--- src/rtl/word_divider_pkg.sv ---
// Shared definitions for the word divider: word width, iteration counter width, FSM encoding.
// Optional feature macro: DIV_SIGNED_EN (two's-complement divide via in_Signed).
`ifndef WordWidth
`define WordWidth 32
`endif

package word_divider_pkg;

    localparam int unsigned WordWidth = `WordWidth;
    localparam int unsigned CntWidth  = $clog2(WordWidth) + 1;

    typedef enum logic [1:0] {
        StIdle = 2'd0,
        StRun  = 2'd1,
        StDone = 2'd2
    } div_state_e;

    // Two's-complement negation at word width.
    function automatic logic [WordWidth-1:0] negate(input logic [WordWidth-1:0] value);
        return ~value + WordWidth'(1);
    endfunction

endpackage

--- src/rtl/word_divider_if.sv ---
// Request/result bundle for the word divider.
// Optional feature macro: DIV_SIGNED_EN adds in_Signed.
interface word_divider_if;
    import word_divider_pkg::*;

    logic                 in_Start;
    logic [WordWidth-1:0] in_Dividend;
    logic [WordWidth-1:0] in_Divisor;
`ifdef DIV_SIGNED_EN
    logic                 in_Signed;
`endif
    logic                 out_Busy;
    logic                 out_Valid;
    logic [WordWidth-1:0] out_Quotient;
    logic [WordWidth-1:0] out_Remainder;
    logic                 out_Zero;
    logic                 out_Neg;
    logic                 out_DivZero;
    logic                 out_Overflow;

    modport master (
`ifdef DIV_SIGNED_EN
        output in_Signed,
`endif
        output in_Start, in_Dividend, in_Divisor,
        input  out_Busy, out_Valid, out_Quotient, out_Remainder,
        input  out_Zero, out_Neg, out_DivZero, out_Overflow
    );

    modport slave (
`ifdef DIV_SIGNED_EN
        input  in_Signed,
`endif
        input  in_Start, in_Dividend, in_Divisor,
        output out_Busy, out_Valid, out_Quotient, out_Remainder,
        output out_Zero, out_Neg, out_DivZero, out_Overflow
    );

endinterface

--- src/rtl/word_subtractor.sv ---
// Combinational (WordWidth+1)-bit trial subtract for the restoring divider.
module word_subtractor
    import word_divider_pkg::*;
(
    input  logic [WordWidth:0] minuend,
    input  logic [WordWidth:0] subtrahend,
    output logic [WordWidth:0] difference,
    output logic               borrow
);

    // Extra top bit of the widened subtract is the borrow out.
    always_comb begin
        {borrow, difference} = {1'b0, minuend} - {1'b0, subtrahend};
    end

endmodule

--- src/rtl/word_divider.sv ---
// Multi-cycle restoring shift-subtract divider: one quotient bit per cycle, MSB first.
// Optional feature macro: DIV_SIGNED_EN (in_Signed selects two's-complement operation).
module word_divider
    import word_divider_pkg::*;
(
    input  logic          in_Clock,
    input  logic          in_nReset,
    word_divider_if.slave bus
);

    div_state_e           state_q, state_d;
    logic [CntWidth-1:0]  cnt_q, cnt_d;
    // Dividend shifts out at the MSB while quotient bits shift in at the LSB.
    logic [WordWidth-1:0] dvd_q, dvd_d;
    logic [WordWidth-1:0] dsr_q, dsr_d;
    logic [WordWidth-1:0] rem_q, rem_d;
    logic [WordWidth-1:0] orig_q, orig_d;
    logic                 div_zero_q, div_zero_d;
`ifdef DIV_SIGNED_EN
    logic                 quot_neg_q, quot_neg_d;
    logic                 rem_neg_q, rem_neg_d;
    logic                 ovf_q, ovf_d;
    logic                 cap_quot_neg, cap_rem_neg, cap_ovf;
`endif

    logic                 valid_q, valid_d;
    logic [WordWidth-1:0] quot_out_q, quot_out_d;
    logic [WordWidth-1:0] rem_out_q, rem_out_d;
    logic                 zero_q, zero_d;
    logic                 neg_q, neg_d;
    logic                 dz_out_q, dz_out_d;
    logic                 ovf_out_q, ovf_out_d;

    logic [WordWidth:0]   rem_shift;
    logic [WordWidth:0]   trial_diff;
    logic                 trial_borrow;
    logic                 unused_diff_msb;
    logic [WordWidth-1:0] cap_dvd, cap_dsr;
    logic [WordWidth-1:0] fix_quot, fix_rem;

    assign rem_shift       = {rem_q, dvd_q[WordWidth-1]};
    // A successful trial always leaves a difference below the divisor, so its MSB is zero.
    assign unused_diff_msb = trial_diff[WordWidth];

    word_subtractor u_sub (
        .minuend    (rem_shift),
        .subtrahend ({1'b0, dsr_q}),
        .difference (trial_diff),
        .borrow     (trial_borrow)
    );

    // Operand conditioning at accept: signed requests divide magnitudes and remember the signs.
    always_comb begin
        cap_dvd = bus.in_Dividend;
        cap_dsr = bus.in_Divisor;
`ifdef DIV_SIGNED_EN
        cap_quot_neg = 1'b0;
        cap_rem_neg  = 1'b0;
        cap_ovf      = 1'b0;
        if (bus.in_Signed) begin
            if (bus.in_Dividend[WordWidth-1]) cap_dvd = negate(bus.in_Dividend);
            if (bus.in_Divisor[WordWidth-1])  cap_dsr = negate(bus.in_Divisor);
            cap_quot_neg = bus.in_Dividend[WordWidth-1] ^ bus.in_Divisor[WordWidth-1];
            cap_rem_neg  = bus.in_Dividend[WordWidth-1];
            cap_ovf      = (bus.in_Dividend == {1'b1, {(WordWidth-1){1'b0}}}) &&
                           (bus.in_Divisor == '1);
        end
`endif
    end

    // Result fix-up used in DONE: divide-by-zero pattern, else sign restoration.
    always_comb begin
        fix_quot = dvd_q;
        fix_rem  = rem_q;
        if (div_zero_q) begin
            fix_quot = '1;
            fix_rem  = orig_q;
        end
`ifdef DIV_SIGNED_EN
        else begin
            if (quot_neg_q) fix_quot = negate(dvd_q);
            if (rem_neg_q)  fix_rem  = negate(rem_q);
        end
`endif
    end

    // Next-state and datapath control for IDLE -> RUN -> DONE.
    always_comb begin
        state_d    = state_q;
        cnt_d      = cnt_q;
        dvd_d      = dvd_q;
        dsr_d      = dsr_q;
        rem_d      = rem_q;
        orig_d     = orig_q;
        div_zero_d = div_zero_q;
`ifdef DIV_SIGNED_EN
        quot_neg_d = quot_neg_q;
        rem_neg_d  = rem_neg_q;
        ovf_d      = ovf_q;
`endif
        valid_d    = 1'b0;
        quot_out_d = quot_out_q;
        rem_out_d  = rem_out_q;
        zero_d     = zero_q;
        neg_d      = neg_q;
        dz_out_d   = dz_out_q;
        ovf_out_d  = ovf_out_q;

        unique case (state_q)
            StIdle: begin
                if (bus.in_Start) begin
                    dvd_d      = cap_dvd;
                    dsr_d      = cap_dsr;
                    orig_d     = bus.in_Dividend;
                    div_zero_d = (bus.in_Divisor == '0);
                    rem_d      = '0;
                    cnt_d      = CntWidth'(WordWidth - 1);
`ifdef DIV_SIGNED_EN
                    quot_neg_d = cap_quot_neg;
                    rem_neg_d  = cap_rem_neg;
                    ovf_d      = cap_ovf;
`endif
                    state_d    = StRun;
                end
            end
            StRun: begin
                // Zero divisor leaves after the first cycle without iterating.
                if (div_zero_q) begin
                    state_d = StDone;
                end else begin
                    rem_d = trial_borrow ? rem_shift[WordWidth-1:0] : trial_diff[WordWidth-1:0];
                    dvd_d = {dvd_q[WordWidth-2:0], ~trial_borrow};
                    if (cnt_q == '0) begin
                        state_d = StDone;
                    end else begin
                        cnt_d = cnt_q - CntWidth'(1);
                    end
                end
            end
            StDone: begin
                valid_d    = 1'b1;
                quot_out_d = fix_quot;
                rem_out_d  = fix_rem;
                zero_d     = (fix_quot == '0);
                neg_d      = fix_quot[WordWidth-1];
                dz_out_d   = div_zero_q;
`ifdef DIV_SIGNED_EN
                ovf_out_d  = ovf_q & ~div_zero_q;
`else
                ovf_out_d  = 1'b0;
`endif
                state_d    = StIdle;
            end
            default: state_d = StIdle;
        endcase
    end

    // State and result registers; reset aborts any operation in flight.
    always_ff @(posedge in_Clock or negedge in_nReset) begin
        if (!in_nReset) begin
            state_q    <= StIdle;
            cnt_q      <= '0;
            dvd_q      <= '0;
            dsr_q      <= '0;
            rem_q      <= '0;
            orig_q     <= '0;
            div_zero_q <= 1'b0;
`ifdef DIV_SIGNED_EN
            quot_neg_q <= 1'b0;
            rem_neg_q  <= 1'b0;
            ovf_q      <= 1'b0;
`endif
            valid_q    <= 1'b0;
            quot_out_q <= '0;
            rem_out_q  <= '0;
            zero_q     <= 1'b0;
            neg_q      <= 1'b0;
            dz_out_q   <= 1'b0;
            ovf_out_q  <= 1'b0;
        end else begin
            state_q    <= state_d;
            cnt_q      <= cnt_d;
            dvd_q      <= dvd_d;
            dsr_q      <= dsr_d;
            rem_q      <= rem_d;
            orig_q     <= orig_d;
            div_zero_q <= div_zero_d;
`ifdef DIV_SIGNED_EN
            quot_neg_q <= quot_neg_d;
            rem_neg_q  <= rem_neg_d;
            ovf_q      <= ovf_d;
`endif
            valid_q    <= valid_d;
            quot_out_q <= quot_out_d;
            rem_out_q  <= rem_out_d;
            zero_q     <= zero_d;
            neg_q      <= neg_d;
            dz_out_q   <= dz_out_d;
            ovf_out_q  <= ovf_out_d;
        end
    end

    assign bus.out_Busy      = (state_q != StIdle);
    assign bus.out_Valid     = valid_q;
    assign bus.out_Quotient  = quot_out_q;
    assign bus.out_Remainder = rem_out_q;
    assign bus.out_Zero      = zero_q;
    assign bus.out_Neg       = neg_q;
    assign bus.out_DivZero   = dz_out_q;
    assign bus.out_Overflow  = ovf_out_q;

endmodule

--- src/flat_wrapper.sv ---
// flat-port wrapper written by rule: the top's interface ports become plain ports
module word_divider_flat import word_divider_pkg::*;
  (in_Clock, in_nReset, bus_in_Start, bus_in_Dividend, bus_in_Divisor, bus_out_Busy, bus_out_Valid, bus_out_Quotient, bus_out_Remainder, bus_out_Zero, bus_out_Neg, bus_out_DivZero, bus_out_Overflow);
  word_divider_if bus_i ();
  input  logic in_Clock;
  input  logic in_nReset;
  input wire logic [$bits(bus_i.in_Start)-1:0] bus_in_Start;
  input wire logic [$bits(bus_i.in_Dividend)-1:0] bus_in_Dividend;
  input wire logic [$bits(bus_i.in_Divisor)-1:0] bus_in_Divisor;
  output wire logic [$bits(bus_i.out_Busy)-1:0] bus_out_Busy;
  output wire logic [$bits(bus_i.out_Valid)-1:0] bus_out_Valid;
  output wire logic [$bits(bus_i.out_Quotient)-1:0] bus_out_Quotient;
  output wire logic [$bits(bus_i.out_Remainder)-1:0] bus_out_Remainder;
  output wire logic [$bits(bus_i.out_Zero)-1:0] bus_out_Zero;
  output wire logic [$bits(bus_i.out_Neg)-1:0] bus_out_Neg;
  output wire logic [$bits(bus_i.out_DivZero)-1:0] bus_out_DivZero;
  output wire logic [$bits(bus_i.out_Overflow)-1:0] bus_out_Overflow;
  assign bus_i.in_Start = bus_in_Start;
  assign bus_i.in_Dividend = bus_in_Dividend;
  assign bus_i.in_Divisor = bus_in_Divisor;
  assign bus_out_Busy = bus_i.out_Busy;
  assign bus_out_Valid = bus_i.out_Valid;
  assign bus_out_Quotient = bus_i.out_Quotient;
  assign bus_out_Remainder = bus_i.out_Remainder;
  assign bus_out_Zero = bus_i.out_Zero;
  assign bus_out_Neg = bus_i.out_Neg;
  assign bus_out_DivZero = bus_i.out_DivZero;
  assign bus_out_Overflow = bus_i.out_Overflow;
  word_divider u_core (.in_Clock(in_Clock), .in_nReset(in_nReset), .bus(bus_i));
endmodule
--- config.mk ---
export PLATFORM = sky130hd
export DESIGN_NAME = word_divider_flat
export DESIGN_NICKNAME = d
export VERILOG_FILES = /design/src/rtl/word_divider_pkg.sv /design/src/rtl/word_divider_if.sv /design/src/rtl/word_subtractor.sv /design/src/rtl/word_divider.sv /design/src/flat_wrapper.sv
export SDC_FILE = /design/constraint.sdc
export NUM_CORES = 1
export LEC_CHECK = 0
export ABC_AREA = 1
export CAP_MARGIN = 15
export CORE_ASPECT_RATIO = 1.1
export CORE_MARGIN = 2
export CORE_UTILIZATION = 35
export CTS_BUF_LIST = sky130_fd_sc_hd__clkbuf_16
export DETAILED_ROUTE_END_ITERATION = 8
export GPL_TIMING_DRIVEN = 0
export HOLD_SLACK_MARGIN = 0.02
export MAX_ROUTING_LAYER = met4
export PLACE_DENSITY = 0.66
export SYNTH_ARGS = -nofsm -noshare
export SYNTH_HDL_FRONTEND = slang
export SYNTH_HIERARCHICAL = 1
export SYNTH_SLANG_ARGS = --single-unit
--- constraint.sdc ---
create_clock -name in_Clock -period 6.1 [get_ports in_Clock]
set_input_delay 1.525 -clock in_Clock [delete_from_list [all_inputs] [get_ports in_Clock]]
set_output_delay 1.525 -clock in_Clock [all_outputs]
set_load 0.02 [all_outputs]
* After elaboration in Yosys (flattened, before gate mapping)
Index checks and enable logic that the tools add are counted.
Storage, ports and cells: register bits 205, input bits 67, word-level logic and storage cells 50
Cells by class: add/subtract/negate cells 2, eq/ne operators 6, muxes and demuxes 18, bitwise gates (word level) 1, reduce and logical (&&, ||, !) cells 10
Operators by type and width (number):
- two-way mux 32 bit | 7
- case mux 32 bit (2 select lines) | 2
- logical NOT 32 bit | 2
- subtractor 33 x 32 -> 34 bit | 1
- two-way mux 6 bit | 3
- case mux 6 bit (2 select lines) | 1
- logical NOT 6 bit | 1
- two-way mux 2 bit | 3
- inequality test 2 bit, second input constant | 3
- subtractor 6 x 1 -> 6 bit, second input constant | 1
- case mux 2 bit (2 select lines) | 1
- AND reduction 2 bit | 2
- AND reduction 4 bit | 1
- nonzero test 2 bit | 2
- inequality test 3 x 1 -> 1 bit, second input constant | 1
- AND reduction 3 bit | 1
- == test 2 x 1 -> 1 bit, second input constant | 1
- == test 2 bit, second input constant | 1
- logical NOT 2 bit | 1
- two-way mux 1 bit | 1
- inverter 1 bit | 1

* Longest topological paths before layout
depth in word-level cells 4, mapped depth 17

* Hierarchy
Netlist, hierarchy kept.
By module, submodules not included:
- word_divider | instances 1, cells each 922, area an instance 9116.2 um2, sequential area each 5104.9 um2
- word_subtractor | instances 1, cells each 579, area an instance 2666.3 um2, sequential area each 0.0 um2

* Worst setup path before layout
No wires, ideal clock.
path type input to register, start point input bus_in_Start, end point register u_core.dvd_q[23], setup time 127 ps, data arrival time 2176 ps, data required time 5973 ps, setup slack 3797 ps, cell stages on the path 5, buffers on the path 2, cells stage by stage nand3_4 > o21ai_2 > buf_6 > buf_2 > o21ai_1
Between the ends: word-level cells in the longest chain between the ends 2
RTL lines:
- start: declaration | RTL line flat_wrapper.sv:7 | input wire logic [$bits(bus_i.in_Start)-1:0] bus_in_Start;
- inequality test 2 bit (no source line)
- AND reduction 3 bit (no source line)
- end signal: assignment | RTL line word_divider.sv:183 | dvd_q <= dvd_d;
- end: declaration | RTL line word_divider.sv:14 | logic [WordWidth-1:0] dvd_q, dvd_d;
No other way between the ends. A chain may end at the register's enable or synchronous reset.

* Worst setup path after layout
start point register u_core.state_q[0], end point output bus_out_Busy
Between the ends: word-level cells in the longest chain between the ends 1
RTL lines:
- start: declaration | RTL line word_divider.sv:11 | div_state_e state_q, state_d;
- start signal: assignment | RTL line word_divider.sv:161 | state_q <= StIdle;
- start signal: assignment | RTL line word_divider.sv:181 | state_q <= state_d;
- nonzero test 2 bit | RTL line word_divider.sv:203 | assign bus.out_Busy = (state_q != StIdle);
- end: declaration | RTL line flat_wrapper.sv:10 | output wire logic [$bits(bus_i.out_Busy)-1:0] bus_out_Busy;
No other way between the ends.

==> results.txt <==
PostCTS Resize Cnt: 0
clk slew on worst S/H paths: 0.06 ns
Layout area overhead: 22.98%
die height: 195.9 um
WL/cell: 16.90 um
WL final: 35.36 mm
Slew @ Worst Pin: 0.7743 ns
hpwl dp: 27.72 mm
FMAX: 308.9 MHz
GRT overflow: 0
fin crit period: 3.237 ns
switch share: 45.98%
worst endpoint required time: 4.58 ns
DRT Pass-1 Iters: 5
Psw: 3.990 mW
Std-Cell Rows: 70
RSZ-0062 raised after global routing: false
final max-slew violation count: 0
Lkg Pwr: 7.069 nW
Startpoint Class: flip-flop
max-cap violation count: 0
vias in the first global route: 10,120
Starting DRT DRC Count: 667
Max Fanout on Critical Path: 3
mapped cell area: 0.01171 mm^2
Warnings, synthesis: 6
Core Box Area: 0.03311 mm^2
Worst Setup End Kind: primary output
H-Tree Level Count: 1
clock power share: 16.3%
hold_ws: 0.4831 ns
status: completed
Clock Sinks: 204
routability cong.: 0.8940
Period Utilization, post-route: 53.07%
Initial Utilization: 35.37%
Combinational Power Share: 55.6%
Slew headroom: 48.38%
fill cell total of the finished layout: 3,326
initial antenna violation count: 0
final net count: 1,747
Internal: 4.688 mW
# setup viols final: 0
post-route ant nets: 0
critical path class: flip-flop to primary output
cell area power density: 602.5 mW/mm^2
Diodes inserted: 0
VDD IR max: 327.8 uV
Seq pwr share: 28.1%
I/O Buffers: 135
# Post-CTS Setup Buffers: 0
Sequential Area: 0.005105 mm^2
die area: 0.03494 mm^2
Final Hold Fails: 0
CTS root buf: clkbuf_16
first-pass GRT wire length: 54.86 mm
share of cells above drive strength 1: 11.57%
top-level I/O count: 137
die width: 178.4 um
TritonCTS Buffers: 22
remaining routing DRC violations: 0
largest net degree at the start of global routing: 114
mean post-synth cell area: 7.897 um^2
clock buffer depth: 3
multi-input combinational cell area: 0.005298 mm^2
GRT Resource Usage Total: 20.77%
CTS tree: built
Post-Syn Instances: 1,483
vias per inst: 4.908
Worst EP arrival: 1.71 ns
clk_lat worst skew: 0.52 ns
Hold WC Path Type: flip-flop to flip-flop
clock skew: 0.01356 ns
Vias: 10,270
Util after Layout: 43.50%
Hold Buf Count CTS: 0
[final timing paths]
path / startpoint / end / slack [ns] / cells past startpoint
worst max-delay path: u_core/state_q[0] / bus_out_Busy / 2.86 / 3
worst min-delay path: u_core/cnt_q[0] / u_core/cnt_q[0] / 0.48 / 1
worst max register to register: u_core/rem_q[3] / u_core/rem_q[16] / 3.28 / 14
worst min register to register: u_core/cnt_q[0] / u_core/cnt_q[0] / 0.48 / 1
max in group asynchronous: in_nReset / u_core/dsr_q[29] / 4.06 / 2
min in group asynchronous: in_nReset / u_core/orig_q[2] / 1.01 / 1
[layout by cell type (no fill, tap or decap), types with 17 or more instances in the layout]
| master | count |
|---|---|
| dfrtp_1 | 204 |
| a21oi_1 | 140 |
| o21ai_0 | 17 |
| o211ai_1 | 25 |
| ha_1 | 35 |
| buf_2 | 26 |
| o21ai_1 | 59 |
| clkbuf_16 | 23 |
| mux2_2 | 49 |
| inv_1 | 250 |
| nand2_1 | 356 |
| clkdlybuf4s50_1 | 134 |
| nand3_1 | 41 |
| o211ai_2 | 37 |
| nor2_1 | 142 |
[cell type report]
cell class | instances | share of cell area, %
clock buffers | 23 | 3.996
plain buffers | 62 | 2.598
well taps | 432 | 3.753
multi-input cells | 968 | 36.78
clock inverters | 17 | 1.303
inverters | 250 | 6.515
repair buffers | 136 | 9.608
flip-flops and latches | 204 | 35.44
[flip-flops by register name, summed over array words and instances (netlist names), 2 cells and up]
name / count
u_core/dvd_q: 32
u_core/orig_q: 32
u_core/rem_q: 32
u_core/cnt_q: 6
u_core/bus.out_Remainder: 32
u_core/bus.out_Quotient: 32
u_core/state_q: 2
u_core/dsr_q: 32
[critical path, stage by stage, from the launching register on]
cell	delay [ns]
dfrtp_1	0.42
inv_2	0.09
nand2_1	0.08
clkdlybuf4s50_1	0.61
[per-stage QoR]
stage	instances	total power [mW]	setup slack (ns)	TNS, ns	instance area [um^2]
after CTS	2092	8.710	2.850	0	14400
final	2092	8.678	2.863	0	14400
after floorplan	1484	5.620	3.797	0	11720
after global placement	2051	7.169	-5.200	-1055.24	13610
after global routing	2092	9.320	2.819	0	14400
after detailed placement	2052	7.244	2.882	0	13640
[metal layers]
metal | GRT usage (%) | part of all wire, % | up-vias | wire (um)
li1 | - | - | 5034 | -
met1 | 25.91 | 43 | 4925 | 15090
met3 | 2.403 | 4.6 | 65 | 1612
met2 | 34.92 | 49 | 243 | 17360
met4 | 7.016 | 3.7 | 0 | 1293
met5 | - | 0 | - | 0
[power groups by stage]
stage	clock network, mW	logic (mW)	registers [mW]
floorplan	0	3.05	2.57
global placement	0	4.72	2.44
detailed placement	0	4.79	2.45
CTS	1.44	4.83	2.44
global route	1.50	5.32	2.50
finish	1.41	4.83	2.44
(Power assumes the default switching activity.)
